--- config.mk ---
export PLATFORM = sky130hd
export DESIGN_NAME = enum_name_parser
export DESIGN_NICKNAME = d
export VERILOG_FILES = /design/src/rtl/enum_name_parser.sv
export SDC_FILE = /design/constraint.sdc
export NUM_CORES = 1
export LEC_CHECK = 0
export ABC_CLOCK_PERIOD_IN_PS = 2400
export CAP_MARGIN = 20
export CORE_MARGIN = 5
export CORE_UTILIZATION = 33
export DETAILED_ROUTE_END_ITERATION = 10
export GPL_ROUTABILITY_DRIVEN = 0
export PLACE_DENSITY = 0.82
export REMOVE_ABC_BUFFERS = 1
export SYNTH_ARGS = -nofsm -noshare
export SYNTH_HDL_FRONTEND = slang
export SYNTH_SLANG_ARGS = --single-unit
export TNS_END_PERCENT = 10
--- constraint.sdc ---
create_clock -name clk -period 2.4 [get_ports clk]
set_input_delay 0.6 -clock clk [delete_from_list [all_inputs] [get_ports clk]]
set_output_delay 0.6 -clock clk [all_outputs]
set_load 0.005 [all_outputs]
--- src/rtl/enum_name_parser.sv ---
// String-to-enum parser for my_t {E01, ELARGE}: collects a name byte stream and
// returns the matching 60-bit value with a cast-style ok flag and .next/.prev neighbours.
module enum_name_parser #(
  parameter int                WIDTH      = 60,
  parameter int                MAX_LEN    = 8,
  parameter logic [WIDTH-1:0]  E01_VAL    = 60'h1,
  parameter logic [WIDTH-1:0]  ELARGE_VAL = 60'h1234_4567_abcd
) (
  input  logic             clk,
  input  logic             rst,
  input  logic             in_valid,
  output logic             in_ready,
  input  logic [7:0]       in_data,
  input  logic             in_last,
  output logic             res_valid,
  input  logic             res_ready,
  output logic             res_ok,
  output logic [WIDTH-1:0] res_value,
  output logic [WIDTH-1:0] res_next,
  output logic [WIDTH-1:0] res_prev,
  output logic [3:0]       res_len
);

  typedef enum logic [1:0] {COLLECT, FINISH, RESULT} state_t;

  localparam logic [3:0] MAX_IDX = 4'(MAX_LEN);

  state_t           state, state_n;
  logic [3:0]       len, len_n;
  logic             m_e01, m_e01_n;
  logic             m_large, m_large_n;
  logic             ovf, ovf_n;
  logic             ok_r, ok_n;
  logic [WIDTH-1:0] value_r, value_n;
  logic [WIDTH-1:0] next_r, next_n;
  logic [WIDTH-1:0] prev_r, prev_n;
  logic [3:0]       rlen_r, rlen_n;
  logic             ok_e01, ok_large, accept, pad;

  function automatic logic [7:0] e01_char(input logic [3:0] idx);
    case (idx)
      4'd0:    return "E";
      4'd1:    return "0";
      4'd2:    return "1";
      default: return 8'h00;
    endcase
  endfunction

  function automatic logic [7:0] large_char(input logic [3:0] idx);
    case (idx)
      4'd0:    return "E";
      4'd1:    return "L";
      4'd2:    return "A";
      4'd3:    return "R";
      4'd4:    return "G";
      4'd5:    return "E";
      default: return 8'h00;
    endcase
  endfunction

  always_comb begin
    state_n   = state;
    len_n     = len;
    m_e01_n   = m_e01;
    m_large_n = m_large;
    ovf_n     = ovf;
    ok_n      = ok_r;
    value_n   = value_r;
    next_n    = next_r;
    prev_n    = prev_r;
    rlen_n    = rlen_r;
    in_ready  = (state == COLLECT);
    res_valid = (state == RESULT);
    accept    = in_valid && (state == COLLECT);
    pad       = (in_data == 8'h00);
    ok_e01    = m_e01 && (len == 4'd3) && !ovf;
    ok_large  = m_large && (len == 4'd6) && !ovf;

    case (state)
      COLLECT: begin
        if (accept) begin
          if (!pad) begin
            // Bytes past MAX_LEN are only counted; ovf alone vetoes any match.
            if (len >= MAX_IDX) begin
              ovf_n = 1'b1;
            end else begin
              if (len >= 4'd3 || in_data != e01_char(len))   m_e01_n   = 1'b0;
              if (len >= 4'd6 || in_data != large_char(len)) m_large_n = 1'b0;
            end
            if (len != 4'hf) len_n = len + 4'd1;
          end
          if (in_last) state_n = FINISH;
        end
      end
      FINISH: begin
        // Flags now include the last byte, so the result can be resolved here.
        state_n = RESULT;
        ok_n    = ok_e01 || ok_large;
        rlen_n  = len;
        value_n = ok_e01 ? E01_VAL    : (ok_large ? ELARGE_VAL : '0);
        next_n  = ok_e01 ? ELARGE_VAL : (ok_large ? E01_VAL    : '0);
        prev_n  = ok_e01 ? ELARGE_VAL : (ok_large ? E01_VAL    : '0);
      end
      RESULT: begin
        if (res_ready) begin
          state_n   = COLLECT;
          len_n     = 4'd0;
          m_e01_n   = 1'b1;
          m_large_n = 1'b1;
          ovf_n     = 1'b0;
          ok_n      = 1'b0;
          value_n   = '0;
          next_n    = '0;
          prev_n    = '0;
          rlen_n    = 4'd0;
        end
      end
      default: state_n = COLLECT;
    endcase
  end

  always_ff @(posedge clk) begin
    if (rst) begin
      state   <= COLLECT;
      len     <= 4'd0;
      m_e01   <= 1'b1;
      m_large <= 1'b1;
      ovf     <= 1'b0;
      ok_r    <= 1'b0;
      value_r <= '0;
      next_r  <= '0;
      prev_r  <= '0;
      rlen_r  <= 4'd0;
    end else begin
      state   <= state_n;
      len     <= len_n;
      m_e01   <= m_e01_n;
      m_large <= m_large_n;
      ovf     <= ovf_n;
      ok_r    <= ok_n;
      value_r <= value_n;
      next_r  <= next_n;
      prev_r  <= prev_n;
      rlen_r  <= rlen_n;
    end
  end

  assign res_ok    = ok_r;
  assign res_value = value_r;
  assign res_next  = next_r;
  assign res_prev  = prev_r;
  assign res_len   = rlen_r;

endmodule

==> metrics.txt, run 1 <==
clock root cell=clkbuf_8; Setup Skew=~0.0013 ns; sequential-to-total area share from yosys stat=0.135; Post-synth ARST share=0; routed wire length=4860 um; largest net degree at the start of global routing=a little over 40; synthesized area per cell=~7.6 um2; Post-Syn Area=2380 um2; global route overflow=0; Iteration-0 DRC Markers=38; CTS Buf Count=3; 1st-pass router iterations=4; Area Overhead vs Synth=7.94%; Initial Util=0.333; Nets=358; Setup CP Type=in -> reg; Fmax=0.436 GHz; RSZ-0062 raised after global routing=no; Synth Instances=roughly 310; fill cell count=760; fin cells=roughly 440; Core Area=approximately 7100 um2; # clock sinks=16; dpl cells=between 400 and 500; worst vdd ir=roughly 0.00015 V; Worst Setup End Kind=flop; CTS hold repair buffers=0; cell area after layout=about 2600 um2; Chip Width=94.9 um; Max-Cap Viols=0; Total GRT Usage=0.0899; Worst EP required=approximately 2.5 ns; worst-path fanout max=5; Final HPWL DP=~4200 um; I/O Buffers=between 80 and 90; vias per cell=between 3 and 4; Leakage=0.00112 uW; ANT cells=0; total number of vias=~1600; Final ANT Viol Nets=0; Rows=31; post-CTS setup buffers=0; Pwr Density=288 nW/um2; critical path arrival=~2.4 ns; vias in the first global route=1274; final max-slew violation count=0; Die ar.=~9000 um2; initial antenna violation count=0; final hold vios=0; Reg clk slew, reported paths=around 0.06 ns; Synth Register Bits=16; first-pass GRT wire length=6490 um; post-CTS resize count=0; minimum clock period after layout=roughly 2.3 ns; endpoints failing setup=0; share of cells above drive strength 1=0.0618; Area after DPL=approximately 2500 um2; Synth Flop Type=dfxtp_1; DRC=0; startpoint types=input pin; Synth Warn #=0; status=completed; Tcrit/Tclk final=0.955; num ports=200; Longest Clk Path Bufs=2; worst hold path class=reg -> reg; die height=approximately 95 um; htree depth=1; count of different cell masters after synthesis=44; number of flops mapped to enable cells by yosys=0; setup TNS=0 ns; Routed WL per cell=around 11 um; CTS tree=built; Worst-Skew Late Latency=roughly 0.24 ns
[cells in the mapped netlist, types with 2 or more instances]
library cell,n,share of area
a2111oi_0,4,0.015
a211oi_1,2,0.0063
a21oi_1,9,0.019
a31oi_1,2,0.0053
buf_4,178,0.56
clkbuf_1,5,0.0079
dfxtp_1,16,0.13
ha_1,4,0.021
inv_1,4,0.0063
mux2i_1,2,0.0084
nand2_1,15,0.024
nand2b_1,5,0.013
nand3_1,2,0.0042
nand4_1,5,0.013
nor2_1,18,0.028
nor2b_1,2,0.0053
nor3_1,3,0.0063
nor4_1,2,0.0053
o21ai_0,3,0.0063
or2_2,2,0.0053
or4_1,2,0.0063
or4_4,2,0.0095
xnor2_1,3,0.011
xor2_1,3,0.011
[final timing paths]
| path | endpoint | start | depth (start not counted) | slack [ns] |
|---|---|---|---|---|
| worst max-delay path | len[2] | in_data[3] | 6 | 0.11 |
| worst min-delay path | res_value[41] | res_value[41] | 2 | 0.45 |
| worst max register to register | len[2] | state[1] | 5 | 0.37 |
| worst min register to register | res_value[41] | res_value[41] | 2 | 0.45 |
[cell usage in the layout, fill, tap and decap left out, drive strengths merged, types with 3 or more instances in the layout]
master	count
nor2	18
nand4	5
clkbuf	4
a21oi	10
or4	4
nand2	15
nand2b	5
nor3	4
o21ai	3
conb	111
inv	4
xor2	3
dfxtp	16
clkdlybuf4s50	88
ha	4
xnor2	3
buf	10
a2111oi	4
[power by group]
group | switching [uW] | internal (uW)
clock network | 86.7 | 145
registers | 18.4 | 279
logic | 123 | 86.3
[critical path, stage by stage]
cell             delay [ns]
clkdlybuf4s50_1        0.42
or4_4                  0.49
or4_4                  0.54
and2_4                 0.19
a21oi_2                0.14
nor3_2                 0.06
[metrics by stage]
stage	setup slack, ns	power, uW	utilization	hold WS, ns
3_3_place_gp	-0.130	501	0.352	0.440
4_1_cts	0.112	739	0.360	0.457
2_1_floorplan	0.103	426	-	0.426
6_report	0.108	739	0.360	0.453
5_1_grt	0.0295	789	0.360	0.492
3_5_place_dp	-0.152	505	0.352	0.449
[per-layer routing]
| layer | vias to the layer above | wire length, um | track usage |
|---|---|---|---|
| li1 | 779 | - | - |
| met2 | 99 | 2470 | 0.167 |
| met3 | 5 | 632 | 0.0231 |
| met5 | - | 0 | 0 |
| met1 | 710 | 1700 | 0.0966 |
| met4 | 0 | 46 | 0.0349 |
[registers in the layout (all words and copies together) (netlist names)]
register and cells:
res_value 2, len 4, m_e01 1, m_large 1, res_len 4, ovf 1, res_prev 1, state 2
[cell type report]
type	count	area (um2)	area share
Multi-Input combinational cell	218	1080	0.423
Timing Repair Buffer	98	968	0.377
Sequential cell	16	320	0.125
Tap cell	99	124	0.0482
Clock buffer	4	55.1	0.0214
Inverter	4	15.0	0.00585
[logic make-up (layout without fill, tap and decap cells)]
kind of cell / after synthesis / after routing / share of synthesized area
AOI/OAI and AO/OA: 29 / 29 / 0.0810
muxes: 2 / 2 / 0.00842
adders and majority gates: 4 / 4 / 0.0210
other: 1 / 111 / 0.00158
xor gates and xnor gates: 6 / 6 / 0.0221
buffers and inverters: 189 / 106 / 0.583
DFF: 16 / 16 / 0.135
and+or+nand+nor: 66 / 66 / 0.148
Power figures use the tool's default switching activity.
==> inputs of run 2 (changes only) <==
Settings changed: CELL_PAD_IN_SITES_DETAIL_PLACEMENT from default to 2, CELL_PAD_IN_SITES_GLOBAL_PLACEMENT from default to 2, CORE_UTILIZATION 33 to 16, PLACE_DENSITY 0.82 to 0.92.
==> metrics.txt, run 2 (same netlist as run 1, synthesis figures left out) <==
Hold Path Origin=ovf (was res_value[41]); Initial Util=0.164 (was 0.333); ANT cells=0 (unchanged); Routed WL per cell=13.5 um (was 11.1 um); status=completed (unchanged); worst vdd ir=0.000177 V (was 0.000155 V); Fmax=0.424 GHz (was 0.436 GHz); largest net degree at the start of global routing=46 (was 41); Setup Skew=0.00242 ns (was 0.00134 ns); Area Overhead vs Synth=13.0% (was 7.94%); Die ar.=17400 um2 (was 9010 um2); worst-path fanout max=5 (unchanged); # clock sinks=16 (unchanged); 1st-pass router iterations=3 (was 4); final hold vios=0 (unchanged); RSZ-0062 raised after global routing=no (unchanged); Nets=357 (was 358); CTS hold repair buffers=0 (unchanged); Worst Setup End Kind=flop (unchanged); Max-Cap Viols=0 (unchanged); fin cells=523 (was 439); share of cells above drive strength 1=0.0619 (was 0.0618); I/O Buffers=88 (unchanged); num ports=200 (unchanged); WHS Path Cells=2 (unchanged); first-pass GRT wire length=10700 um (was 6490 um); Power Total=891 uW (was 739 uW); critical path arrival=2.49 ns (was 2.43 ns); Final ANT Viol Nets=0 (unchanged); Worst-Margin Slew=approximately 0.60 ns; FF+latch area=322 um2 (was 320 um2); most frequent cells in the layout=conb_1, clkdlybuf4s50_1, nor2_1 (unchanged); Leakage=0.00113 uW (was 0.00112 uW); htree depth=1 (unchanged); Longest Clk Path Bufs=2 (unchanged); global route overflow=0 (unchanged); minimum clock period after layout=2.36 ns (was 2.29 ns); Total GRT Usage=0.0745 (was 0.0899); Tcrit/Tclk final=0.982 (was 0.955); Area after DPL=2600 um2 (was 2510 um2); Worst R2R Setup Slack=0.34 ns (was 0.37 ns); vias in the first global route=1959 (was 1274); multi-input logic area=1080 um2 (unchanged); Worst slew margin=0.598; startpoint types=input pin (unchanged); Worst-Skew Late Latency=0.25 ns (was 0.24 ns); CTS tree=built (unchanged); Worst EP required=2.53 ns (was 2.54 ns); routed wire length=7050 um (was 4860 um); post-CTS resize count=0 (unchanged); final max-slew violation count=0 (unchanged); endpoints failing setup=0 (unchanged); Finished Core Util=0.185 (was 0.360); Pwr Density=331 nW/um2 (was 288 nW/um2); post-CTS setup buffers=0 (unchanged); terminus of the critical flop-to-flop path=len[2] (unchanged); vias per cell=3.25 (was 3.63); cell area after layout=2690 um2 (was 2570 um2); die height=132 um (was 94.9 um); Reg clk slew, reported paths=0.05 ns (was 0.06 ns); Setup CP Type=in -> reg (unchanged); Final HPWL DP=5700 um (was 4180 um); Chip Width=132 um (was 94.9 um); clock root cell=clkbuf_16 (was clkbuf_8); total number of vias=1700 (was 1593); Reg2Reg Depth=5 (unchanged); RR Startpoint=state[1] (unchanged); dpl cells=519 (was 435); Hold WS=0.485 ns (was 0.453 ns); Hold EP=ovf (was res_value[41]); Rows=44 (was 31); initial antenna violation count=0 (unchanged); CTS Buf Count=3 (unchanged); Iteration-0 DRC Markers=33 (was 38); worst hold path class=reg -> reg (unchanged); DRC=0 (unchanged); Core Area=14500 um2 (was 7140 um2); fill cell count=1737 (was 760); most common cell after layout, fill and taps aside=conb_1 (unchanged)
-- run 2: cell types whose count changed in the layout (fill, tap and decap cells not counted) --
cell       before  now
dfxtp_2         0    1
clkbuf_8        4    1
dfxtp_1        16   15
buf_12          1    0
clkbuf_16       0    3
-- run 2: report_power, final --
| part | internal, uW | leakage, uW | total, uW | switching, uW |
|---|---|---|---|---|
| clock network | 254 | 0.0000442 | 368 | 115 |
| logic | 85.5 | 0.000950 | 225 | 140 |
| registers | 279 | 0.000131 | 297 | 18.3 |
-- run 2: how the worst max path moves through the flow --
stage / startpoint / endpoint / slack (ns) / cells past startpoint
after floorplan: res_prev[41] / res_next[11] / 0.10 / 0
after global placement: in_data[3] / len[2] / -0.18 / 6
after detailed placement: in_data[3] / len[2] / -0.21 / 6
after CTS: in_data[3] / len[2] / 0.05 / 6
after global routing: in_data[3] / len[2] / 0.007 / 6
final: in_data[3] / len[2] / 0.04 / 6
-- run 2: cell type report --
| cell class | count | area share |
|---|---|---|
| Multi-Input combinational cell | 218 | 0.403 |
| Timing Repair Buffer | 97 | 0.353 |
| Sequential cell | 16 | 0.120 |
| Tap cell | 184 | 0.0856 |
| Clock buffer | 4 | 0.0330 |
| Inverter | 4 | 0.00558 |
-- run 2: stage by stage --
stage | setup TNS (ns) | worst slack, ns
after global placement | -0.650 | -0.177
after floorplan | 0 | 0.103
final | 0 | 0.0428
after CTS | 0 | 0.0475
after detailed placement | -0.984 | -0.214
after global routing | 0 | 0.00712
-- run 2: layer usage --
metal,track usage,routed length (um)
met1,0.0750,2490
met2,0.140,3750
met3,0.0298,692
met4,0.0223,115
met5,0,0
-- run 2: worst max-delay path: stages --
cell	delay, ns
clkdlybuf4s50_1	0.46
or4_4	0.51
or4_4	0.54
and2_4	0.19
a21oi_2	0.14
nor3_2	0.06
==> inputs of run 3 (changes only) <==
Settings changed: CTS_CLUSTER_SIZE from default to 28.
==> results of run 3 <==
The final DEF is identical to that of run 2; final timing and power are the same.
